--- src/rtl/fadd_share_arbiter_pkg.sv ---
// fadd_share_pkg: shared defaults, tag type and FP constants for the AddFloat share arbiter.
package fadd_share_pkg;
    localparam int NUM_REQ_DEF = 4;
    localparam int LATENCY_DEF = 5;
    localparam int DATA_W_DEF = 32;
    localparam int IDX_W = 3;
    typedef struct packed {
        logic valid;
        logic [IDX_W-1:0] idx;
    } tag_t;
    localparam logic [31:0] FP_ONE = 32'h3f800000;
    localparam logic [31:0] FP_1P3 = 32'h3fa66666;
    localparam logic [31:0] FP_2P3 = 32'h40133333;
endpackage

--- src/rtl/fadd_share_arbiter_if.sv ---
// fadd_share_arbiter_if: requester-side request/operand/grant/result bundle.
interface fadd_share_arbiter_if
    import fadd_share_pkg::*;
#(
    parameter int NUM_REQ = NUM_REQ_DEF,
    parameter int DATA_W = DATA_W_DEF
) ();
    logic [NUM_REQ-1:0] i_req;
    logic [NUM_REQ*DATA_W-1:0] i_op_a;
    logic [NUM_REQ*DATA_W-1:0] i_op_b;
    logic [NUM_REQ-1:0] o_grant;
    logic [DATA_W-1:0] o_result;
    logic [NUM_REQ-1:0] o_result_valid;
    modport master (output i_req, i_op_a, i_op_b, input o_grant, o_result, o_result_valid);
    modport slave (input i_req, i_op_a, i_op_b, output o_grant, o_result, o_result_valid);
endinterface

--- src/rtl/fadd_share_arbiter_rr_picker.sv ---
// fadd_rr_picker: round-robin pointer plus wrap-around first-eligible search.
module fadd_rr_picker #(
    parameter int NUM_REQ = 4,
    parameter int IW = $clog2(NUM_REQ)
) (
    input logic clock,
    input logic reset,
    input logic ce,
    input logic [NUM_REQ-1:0] eligible,
    output logic [IW-1:0] win,
    output logic found
);
    logic [IW-1:0] ptr;
    logic [2*NUM_REQ-1:0] dbl;
    logic [IW:0] off;
    logic [IW:0] sum;
    assign dbl = {eligible, eligible} >> ptr;
    // dbl[i] is requester ptr+i; scanning downward leaves the closest one in off
    always_comb begin
        found = 1'b0;
        off = '0;
        for (int i = NUM_REQ - 1; i >= 0; i--) begin
            if (dbl[i]) begin
                found = 1'b1;
                off = (IW+1)'(i);
            end
        end
        sum = {1'b0, ptr} + off;
        win = sum >= (IW+1)'(NUM_REQ) ? IW'(sum - (IW+1)'(NUM_REQ)) : IW'(sum);
    end
    always_ff @(posedge clock or posedge reset) begin
        if (reset) ptr <= '0;
        else if (ce && found) ptr <= win == IW'(NUM_REQ - 1) ? '0 : win + 1'b1;
    end
endmodule

--- src/rtl/fadd_share_arbiter.sv ---
// fadd_share_arbiter: round-robin sharing of one pipelined AddFloat core with tag-routed results.
// Define FADD_SHARE_ARBITER_STATS_EN to enable the o_issue_count grant counter.
module fadd_share_arbiter
    import fadd_share_pkg::*;
#(
    parameter int NUM_REQ = NUM_REQ_DEF,
    parameter int LATENCY = LATENCY_DEF,
    parameter int DATA_W = DATA_W_DEF
) (
    input logic clock,
    input logic reset,
    input logic ce,
    fadd_share_arbiter_if.slave bus,
    output logic [DATA_W-1:0] o_fadd_a,
    output logic [DATA_W-1:0] o_fadd_b,
    input logic [DATA_W-1:0] i_fadd_result,
    output logic o_busy,
    output logic [31:0] o_issue_count
);
    localparam int IW = $clog2(NUM_REQ);
    logic [NUM_REQ-1:0] eligible;
    logic [IW-1:0] win;
    logic found;
    logic any_tag;
    tag_t pipe [LATENCY+1];
    // a requester already holding a grant is masked so a late-dropping i_req is not reissued
    assign eligible = bus.i_req & ~bus.o_grant;
    fadd_rr_picker #(.NUM_REQ(NUM_REQ)) u_picker (
        .clock(clock),
        .reset(reset),
        .ce(ce),
        .eligible(eligible),
        .win(win),
        .found(found)
    );
    always_ff @(posedge clock or posedge reset) begin
        if (reset) begin
            bus.o_grant <= '0;
            bus.o_result <= '0;
            bus.o_result_valid <= '0;
            o_fadd_a <= '0;
            o_fadd_b <= '0;
            for (int i = 0; i <= LATENCY; i++) pipe[i] <= '0;
        end else if (ce) begin
            bus.o_grant <= found ? NUM_REQ'(1) << win : '0;
            if (found) begin
                o_fadd_a <= bus.i_op_a[win*DATA_W +: DATA_W];
                o_fadd_b <= bus.i_op_b[win*DATA_W +: DATA_W];
            end
            pipe[0] <= {found, IDX_W'(win)};
            for (int i = 1; i <= LATENCY; i++) pipe[i] <= pipe[i-1];
            // stage LATENCY lines up with the core output for the op issued LATENCY edges ago
            bus.o_result_valid <= pipe[LATENCY].valid ? NUM_REQ'(1) << pipe[LATENCY].idx : '0;
            if (pipe[LATENCY].valid) bus.o_result <= i_fadd_result;
        end
    end
    always_comb begin
        any_tag = 1'b0;
        for (int i = 0; i <= LATENCY; i++) any_tag = any_tag | pipe[i].valid;
    end
    assign o_busy = |bus.o_grant | any_tag;
`ifdef FADD_SHARE_ARBITER_STATS_EN
    always_ff @(posedge clock or posedge reset) begin
        if (reset) o_issue_count <= '0;
        else if (ce && found) o_issue_count <= o_issue_count + 1'b1;
    end
`else
    assign o_issue_count = 32'h0;
`endif
endmodule

--- src/flat_wrapper.sv ---
// flat-port wrapper written by rule: the top's interface ports become plain ports
module fadd_share_arbiter_flat import fadd_share_pkg::*;
#(
    parameter int NUM_REQ = NUM_REQ_DEF,
    parameter int LATENCY = LATENCY_DEF,
    parameter int DATA_W = DATA_W_DEF
)
  (clock, reset, ce, o_fadd_a, o_fadd_b, i_fadd_result, o_busy, o_issue_count, bus_i_req, bus_i_op_a, bus_i_op_b, bus_o_grant, bus_o_result, bus_o_result_valid);
  fadd_share_arbiter_if #(.NUM_REQ(NUM_REQ), .DATA_W(DATA_W)) bus_i ();
  input logic clock;
  input logic reset;
  input logic ce;
  output logic [DATA_W-1:0] o_fadd_a;
  output logic [DATA_W-1:0] o_fadd_b;
  input logic [DATA_W-1:0] i_fadd_result;
  output logic o_busy;
  output logic [31:0] o_issue_count;
  input wire logic [$bits(bus_i.i_req)-1:0] bus_i_req;
  input wire logic [$bits(bus_i.i_op_a)-1:0] bus_i_op_a;
  input wire logic [$bits(bus_i.i_op_b)-1:0] bus_i_op_b;
  output wire logic [$bits(bus_i.o_grant)-1:0] bus_o_grant;
  output wire logic [$bits(bus_i.o_result)-1:0] bus_o_result;
  output wire logic [$bits(bus_i.o_result_valid)-1:0] bus_o_result_valid;
  assign bus_i.i_req = bus_i_req;
  assign bus_i.i_op_a = bus_i_op_a;
  assign bus_i.i_op_b = bus_i_op_b;
  assign bus_o_grant = bus_i.o_grant;
  assign bus_o_result = bus_i.o_result;
  assign bus_o_result_valid = bus_i.o_result_valid;
  fadd_share_arbiter #(.NUM_REQ(NUM_REQ), .LATENCY(LATENCY), .DATA_W(DATA_W)) u_core (.clock(clock), .reset(reset), .ce(ce), .bus(bus_i), .o_fadd_a(o_fadd_a), .o_fadd_b(o_fadd_b), .i_fadd_result(i_fadd_result), .o_busy(o_busy), .o_issue_count(o_issue_count));
endmodule
--- config.mk ---
export PLATFORM = sky130hd
export DESIGN_NAME = fadd_share_arbiter_flat
export DESIGN_NICKNAME = d
export VERILOG_FILES = /design/src/rtl/fadd_share_arbiter_pkg.sv /design/src/rtl/fadd_share_arbiter_if.sv /design/src/rtl/fadd_share_arbiter_rr_picker.sv /design/src/rtl/fadd_share_arbiter.sv /design/src/flat_wrapper.sv
export SDC_FILE = /design/constraint.sdc
export NUM_CORES = 1
export LEC_CHECK = 0
export BUFFER_PORTS_ARGS = -buffer_cell sky130_fd_sc_hd__buf_2
export CELL_PAD_IN_SITES_DETAIL_PLACEMENT = 1
export CELL_PAD_IN_SITES_GLOBAL_PLACEMENT = 1
export CORE_AREA = 2 2 166 168
export DETAILED_ROUTE_END_ITERATION = 12
export DIE_AREA = 0 0 168 170
export PLACE_DENSITY = 0.76
export SLEW_MARGIN = 20
export SYNTH_ARGS = -nofsm -noshare
export SYNTH_HDL_FRONTEND = slang
export SYNTH_SLANG_ARGS = --single-unit
--- constraint.sdc ---
create_clock -name clock -period 5.08 [get_ports clock]
set_input_delay 0.508 -clock clock [delete_from_list [all_inputs] [get_ports clock]]
set_output_delay 0.508 -clock clock [all_outputs]
set_load 0.05 [all_outputs]
==> flow_summary.json, run 1 <==
{
  "status": "finished clean",
  "crit_path_cell_trace": "or3b_1, o21ai_0, a2bb2oi_1, o21ai_0, o31ai_1, ha_4, or3_2, buf_4, a31oi_1, o31ai_1",
  "cp.buffers_inverters": 1,
  "yosysSeqAreaShare": 0.403,
  "hold_viol_final": 0,
  "final_area_um2": 10300,
  "yosysWarnings": 0,
  "clkTransAtPathRegs_ns": 0.06,
  "rows": 60,
  "post_cts_buffers": 0,
  "startpoint": "u_core.u_picker.ptr[0]$_DFFE_PP0P_",
  "synth_cell_types": 39,
  "final_cell_mix": "399 x buf_2, 177 x mux2_2, 124 x dfrtp_1",
  "vias_per_cell": 5.12,
  "rr_endpoint": "u_core.o_fadd_b[13]$_DFFE_PP0P_",
  "ys_seq_elements": 124,
  "n_antenna_cell": 0,
  "first_global_vias": 7584,
  "wl_per_cell_um": 18.8,
  "routed_wl_mm": 27.1,
  "cap_violations": 0,
  "path_delay_family": "simple AND/OR/NAND/NOR gates",
  "netlist_area_um2": 7690,
  "critical_path_peak_fanout": 36,
  "grt_max_degree": 81,
  "required_ns": 5.34,
  "power_density_nw_per_um2": 873,
  "cp_slowest_cell": "or3_2",
  "io_buffers": 399,
  "grt_pass1_wl_mm": 41.6,
  "slew_headroom": 0.477,
  "hp-class": "in2async",
  "grt_usage": 0.184,
  "grt_overflow": 0,
  "period_needed_ns": 3.71,
  "start_kind": "flip-flop",
  "tns_ns": 0,
  "worstPathArrival_ns": 3.98,
  "dieArea_um2": 28600,
  "layout-drive-gt1-share": 0.576,
  "critPathCapture": "u_core.o_fadd_b[13]$_DFFE_PP0P_",
  "finalCritPeriodShare": 0.731,
  "area_growth_pct": 34.1,
  "die_y_um": 170,
  "peakVddDrop_mv": 0.460,
  "fmax_mhz": 269,
  "worstMarginPinSlew_ns": 0.784,
  "core_area_um2": 26700,
  "ff2ff_setup_slack_ns": 1.37,
  "cp-end-kind": "flip-flop",
  "max_stage_delay_ns": 0.81,
  "clk_latency_ns": 0.42,
  "reg2reg_depth": 10,
  "p_leak_nw": 4.85,
  "numCtsBuffers": 17,
  "postSynthCellCount": 736,
  "dp_hpwl_mm": 19.9,
  "postPlaceCellArea_um2": 9730,
  "antenna_found_initial": 0,
  "drc": 0,
  "cts.sinks": 124,
  "nets": 1387,
  "antenna_left": 0,
  "gp_congestion": 0.771,
  "cts_resized": 0,
  "synth.avg_cell_area_um2": 10.5,
  "hold_ws_ns": 0.0284,
  "cts_root_buf": "clkbuf_16",
  "skew_ns": 0.0121,
  "initial_core_util": 0.289,
  "cts_tree": "yes",
  "cts_hold_buf": 0,
  "finalSetupViolCount": 0,
  "drt-pass1-iter-count": 5,
  "cts_buffer_depth": 2,
  "ioPinCount": 432,
  "cts_max_level": 4,
  "vias": 7398,
  "drt_iter0_markers": 357,
  "crit_type": "reg2reg",
  "layout_commonest_cell": "buf_2",
  "rsz0062_at_grt": "no",
  "die_w_um": 168,
  "crit_cells": 10,
  "worstReg2RegStart": "u_core.u_picker.ptr[0]$_DFFE_PP0P_",
  "maxSlewViolCount": 0
}
-- Yosys cell counts, drive strengths merged --
cell type,number,area (um^2)
mux2,177,1990
dfrtp,124,3100
buf,80,548
nand2,68,255
o31ai,67,503
nor4,66,413
a31oi,64,400
clkbuf,29,109
inv,15,56.3
o22ai,5,31.3
nand2b,4,25.0
nand3,3,15.0
nor2,3,11.3
nor3,3,20.0
o21ai,3,15.0
o32ai,3,26.3
a21oi,2,10.0
ha,2,25.0
nand4,2,12.5
nor2b,2,12.5
a2bb2oi,1,8.76
a31o,1,8.76
and2,1,6.26
and3,1,6.26
and3b,1,8.76
and4,1,8.76
conb,1,3.75
nand3b,1,7.51
nor3b,1,12.5
o21a,1,7.51
o41ai,1,8.76
or3,1,6.26
or3b,1,8.76
or4,1,7.51
-- kinds of logic after synthesis --
| family | after synthesis | synth area share |
|---|---|---|
| other cells | 1 | 0.000487 |
| buf+inv | 124 | 0.0927 |
| fa+ha+maj | 2 | 0.00325 |
| mux | 177 | 0.259 |
| simple gates | 160 | 0.109 |
| flops | 124 | 0.403 |
| compound gates | 148 | 0.133 |
-- sequential cells by signal, summed over array words and instances, names as in the netlist --
register and flops:
u_core.bus.o_result_valid 4, u_core.pipe 18, u_core.o_fadd_b 32, u_core.bus.o_result 32, u_core.u_picker.ptr 2, u_core.bus.o_grant 4
u_core.o_fadd_a 32
-- report_power, final --
part	total [mW]	switching, mW	internal (mW)	leakage [nW]
Sequential	1.75	0.273	1.48	1.48
Clock	1.23	0.527	0.700	0.285
Combinational	6.03	3.85	2.18	3.08
-- stage by stage --
step                      worst slack (ns)  power (mW)  instances  utilization
final                                 1.37        9.01       1444        0.387
after CTS                             1.41        9.09       1444        0.387
after detailed placement              1.51        7.81       1412        0.365
after global routing                  1.12        9.57       1444        0.387
after floorplan                       1.27        6.59        767            -
after global placement                1.58        7.69       1412        0.365
-- per-layer routing --
metal,vias to the layer above,global-route usage,part of all wire
met4,0,0.0571,0.020
met5,-,0,0
li1,3439,-,-
met2,327,0.323,0.51
met1,3589,0.222,0.40
met3,43,0.0484,0.069
-- worst min path at each step --
| stage | slack (ns) | cells after the start | startpoint | to |
|---|---|---|---|---|
| floorplan | 0.47 | 1 | u_core.pipe[12]$_DFFE_PP0P_ | u_core.pipe[12]$_DFFE_PP0P_ |
| global placement | 0.46 | 2 | u_core.o_fadd_a[16]$_DFFE_PP0P_ | u_core.o_fadd_a[16]$_DFFE_PP0P_ |
| detailed placement | 0.46 | 2 | u_core.o_fadd_a[4]$_DFFE_PP0P_ | u_core.o_fadd_a[4]$_DFFE_PP0P_ |
| CTS | 0.02 | 2 | reset | u_core.bus.o_result[10]$_DFFE_PP0P_ |
| global route | 0.02 | 2 | reset | u_core.bus.o_result[10]$_DFFE_PP0P_ |
| finish | 0.03 | 2 | reset | u_core.bus.o_result[10]$_DFFE_PP0P_ |
-- layout make-up --
type	count	area, um^2
fillers	3167	16300
flip-flops and latches	124	3100
multi-input cells	519	4030
inverters	15	58.8
clock inverters	15	163
clock buffers	17	425
well taps	341	427
repair buffers	413	2110
Power figures use the tool's default switching activity.
==> inputs of run 2 (changes only) <==
Clock period 5.08 ns to 3.81 ns, I/O delays scaled along.
==> run 2 against run 1 <==
Net effect: clock power grew 35%; routed wire length increased by 4.8%; fmax up 6.0%; cell area is 1.5% higher; flip-flop and latch count did not move; global-route usage is 0.82 points higher; total power rose by 37%; clock skew about the same; non-clock buffer count increased by 11; hold slack better by 0.10 ns; critical path depth unchanged; critical endpoint is now u_core.o_fadd_a[26]$_DFFE_PP0P_.
==> flow_summary.json, run 2 (same netlist as run 1, synthesis figures left out) <==
{
  "nets": 1398,
  "grt_pass1_wl_mm": 43.2,
  "status": "finished clean",
  "slew_headroom": 0.406,
  "post_cts_buffers": 0,
  "required_ns": 4.09,
  "p_sw_mw": 6.33,
  "fin_ws_ns": 0.305,
  "internal-power_mw": 6.03,
  "power_frac_comb": 0.677,
  "skew_ns": 0.0118,
  "numCtsBuffers": 17,
  "hp-class": "in2async",
  "gp_congestion": 0.755,
  "cp_slowest_cell": "ha_4",
  "start_kind": "flip-flop",
  "grt_usage": 0.193,
  "drt-pass1-iter-count": 4,
  "dp_slack_ns": 0.438,
  "drt_iter0_markers": 355,
  "crit_type": "reg2reg",
  "wl_per_cell_um": 19.5,
  "dp_hpwl_mm": 20.7,
  "max_stage_delay_ns": 0.69,
  "cts_max_level": 4,
  "cts.sinks": 124,
  "rsz0062_at_grt": "no",
  "ioPinCount": 432,
  "p_leak_nw": 4.93,
  "rows": 60,
  "wl_met3_mm": 1.91,
  "fillers": 3153,
  "layout_commonest_cell": "buf_2",
  "final_cell_mix": "399 x buf_2, 177 x mux2_2, 124 x dfrtp_1",
  "switching_share": 0.512,
  "detail_route.wirelength.met1_mm": 11.7,
  "clkTransAtPathRegs_ns": 0.06,
  "n_antenna_cell": 0,
  "cap_violations": 0,
  "dieArea_um2": 28600,
  "seqPwrFrac": 0.189,
  "vias": 7391,
  "first_global_vias": 7835,
  "routed_wl_mm": 28.4,
  "antenna_found_initial": 0,
  "finalSetupViolCount": 0,
  "cts_hold_buf": 0,
  "layout-drive-gt1-share": 0.579,
  "worstMarginPinSlew_ns": 0.891,
  "peakVddDrop_mv": 0.557,
  "clk_latency_ns": 0.42,
  "cts_tree": "yes",
  "critical_path_peak_fanout": 34,
  "die_w_um": 168,
  "maxSlewViolCount": 0,
  "cts_resized": 0,
  "antenna_left": 0,
  "wl_met2_mm": 14.2,
  "maxUsedRoutingLayer": "met4",
  "area_growth_pct": 36.1,
  "worstPathArrival_ns": 3.79,
  "grt_max_degree": 73,
  "cp-end-kind": "flip-flop",
  "period_needed_ns": 3.51,
  "finalCritPeriodShare": 0.920,
  "grt_overflow": 0,
  "cts_root_buf": "clkbuf_16",
  "top_regs": "u_core.bus.o_result (32), u_core.o_fadd_a (32), u_core.o_fadd_b (32)",
  "io_buffers": 399,
  "vias_per_cell": 5.08,
  "tns_ns": 0,
  "crit_path_cell_trace": "or3b_1, o21ai_0, a2bb2oi_1, o21ai_0, o31ai_1, ha_4, buf_12, mux2_2, nor4_1, o31ai_1",
  "power_density_nw_per_um2": 1180,
  "clockPowerShare": 0.134,
  "hold_viol_final": 0,
  "drc": 0,
  "fmax_mhz": 285,
  "initial_core_util": 0.289,
  "cts_buffer_depth": 2,
  "die_y_um": 170,
  "core_area_um2": 26700
}
-- run 2: per-layer routing --
layer,GRT usage,up-vias
li1,-,3454
met1,0.231,3594
met2,0.338,313
met3,0.0467,30
met4,0.0669,0
met5,0,-
-- run 2: final cells by class --
cell class | count | area [um^2] | area share
repair buffers | 424 | 2260 | 0.216
multi-input cells | 519 | 4030 | 0.385
flip-flops and latches | 124 | 3100 | 0.296
inverters | 15 | 58.8 | 0.00561
well taps | 341 | 427 | 0.0407
clock buffers | 17 | 425 | 0.0406
clock inverters | 15 | 173 | 0.0165
-- run 2: metrics by stage --
stage / instances / hold WS, ns / power, mW / utilization / area (um^2)
6_report: 1455 / 0.131 / 12.4 / 0.393 / 10500
3_5_place_dp: 1423 / 0.461 / 10.7 / 0.371 / 9880
5_1_grt: 1455 / 0.167 / 13.1 / 0.393 / 10500
4_1_cts: 1455 / 0.175 / 12.5 / 0.393 / 10500
2_1_floorplan: 767 / 0.475 / 8.78 / - / 7810
3_3_place_gp: 1423 / 0.456 / 10.5 / 0.371 / 9880
-- run 2: final timing paths --
path / startpoint / to / slack, ns / cells past startpoint
max: u_core.u_picker.ptr[0]$_DFFE_PP0P_ / u_core.o_fadd_a[26]$_DFFE_PP0P_ / 0.30 / 10
min: reset / u_core.bus.o_result[11]$_DFFE_PP0P_ / 0.13 / 2
max reg2reg: u_core.u_picker.ptr[0]$_DFFE_PP0P_ / u_core.o_fadd_a[26]$_DFFE_PP0P_ / 0.30 / 10
min reg2reg: u_core.o_fadd_b[26]$_DFFE_PP0P_ / u_core.o_fadd_b[26]$_DFFE_PP0P_ / 0.47 / 2
max in group asynchronous: reset / u_core.bus.o_result_valid[2]$_DFFE_PP0P_ / 2.80 / 3
min in group clock: i_fadd_result[31] / u_core.bus.o_result[31]$_DFFE_PP0P_ / 0.19 / 2
-- run 2: power groups by stage --
stage                     registers (mW)  clock network, mW  logic [mW]
after detailed placement            2.36                  0        8.38
after floorplan                     4.18                  0        4.60
final                               2.34               1.66        8.37
after global routing                2.42               1.77        8.91
after global placement              2.31                  0        8.23
after CTS                           2.34               1.71        8.41
-- run 2: worst max-delay path, delay by kind of cell (launching register included) --
family / cells / cell delay [ns]
AO/OA/AOI/OAI: 5 / 0.80
multiplexers: 1 / 0.36
adder cells (fa/ha/maj): 1 / 0.69
flip-flops: 1 / 0.50
buffers and inverters: 1 / 0.29
AND/OR/NAND/NOR: 2 / 0.73
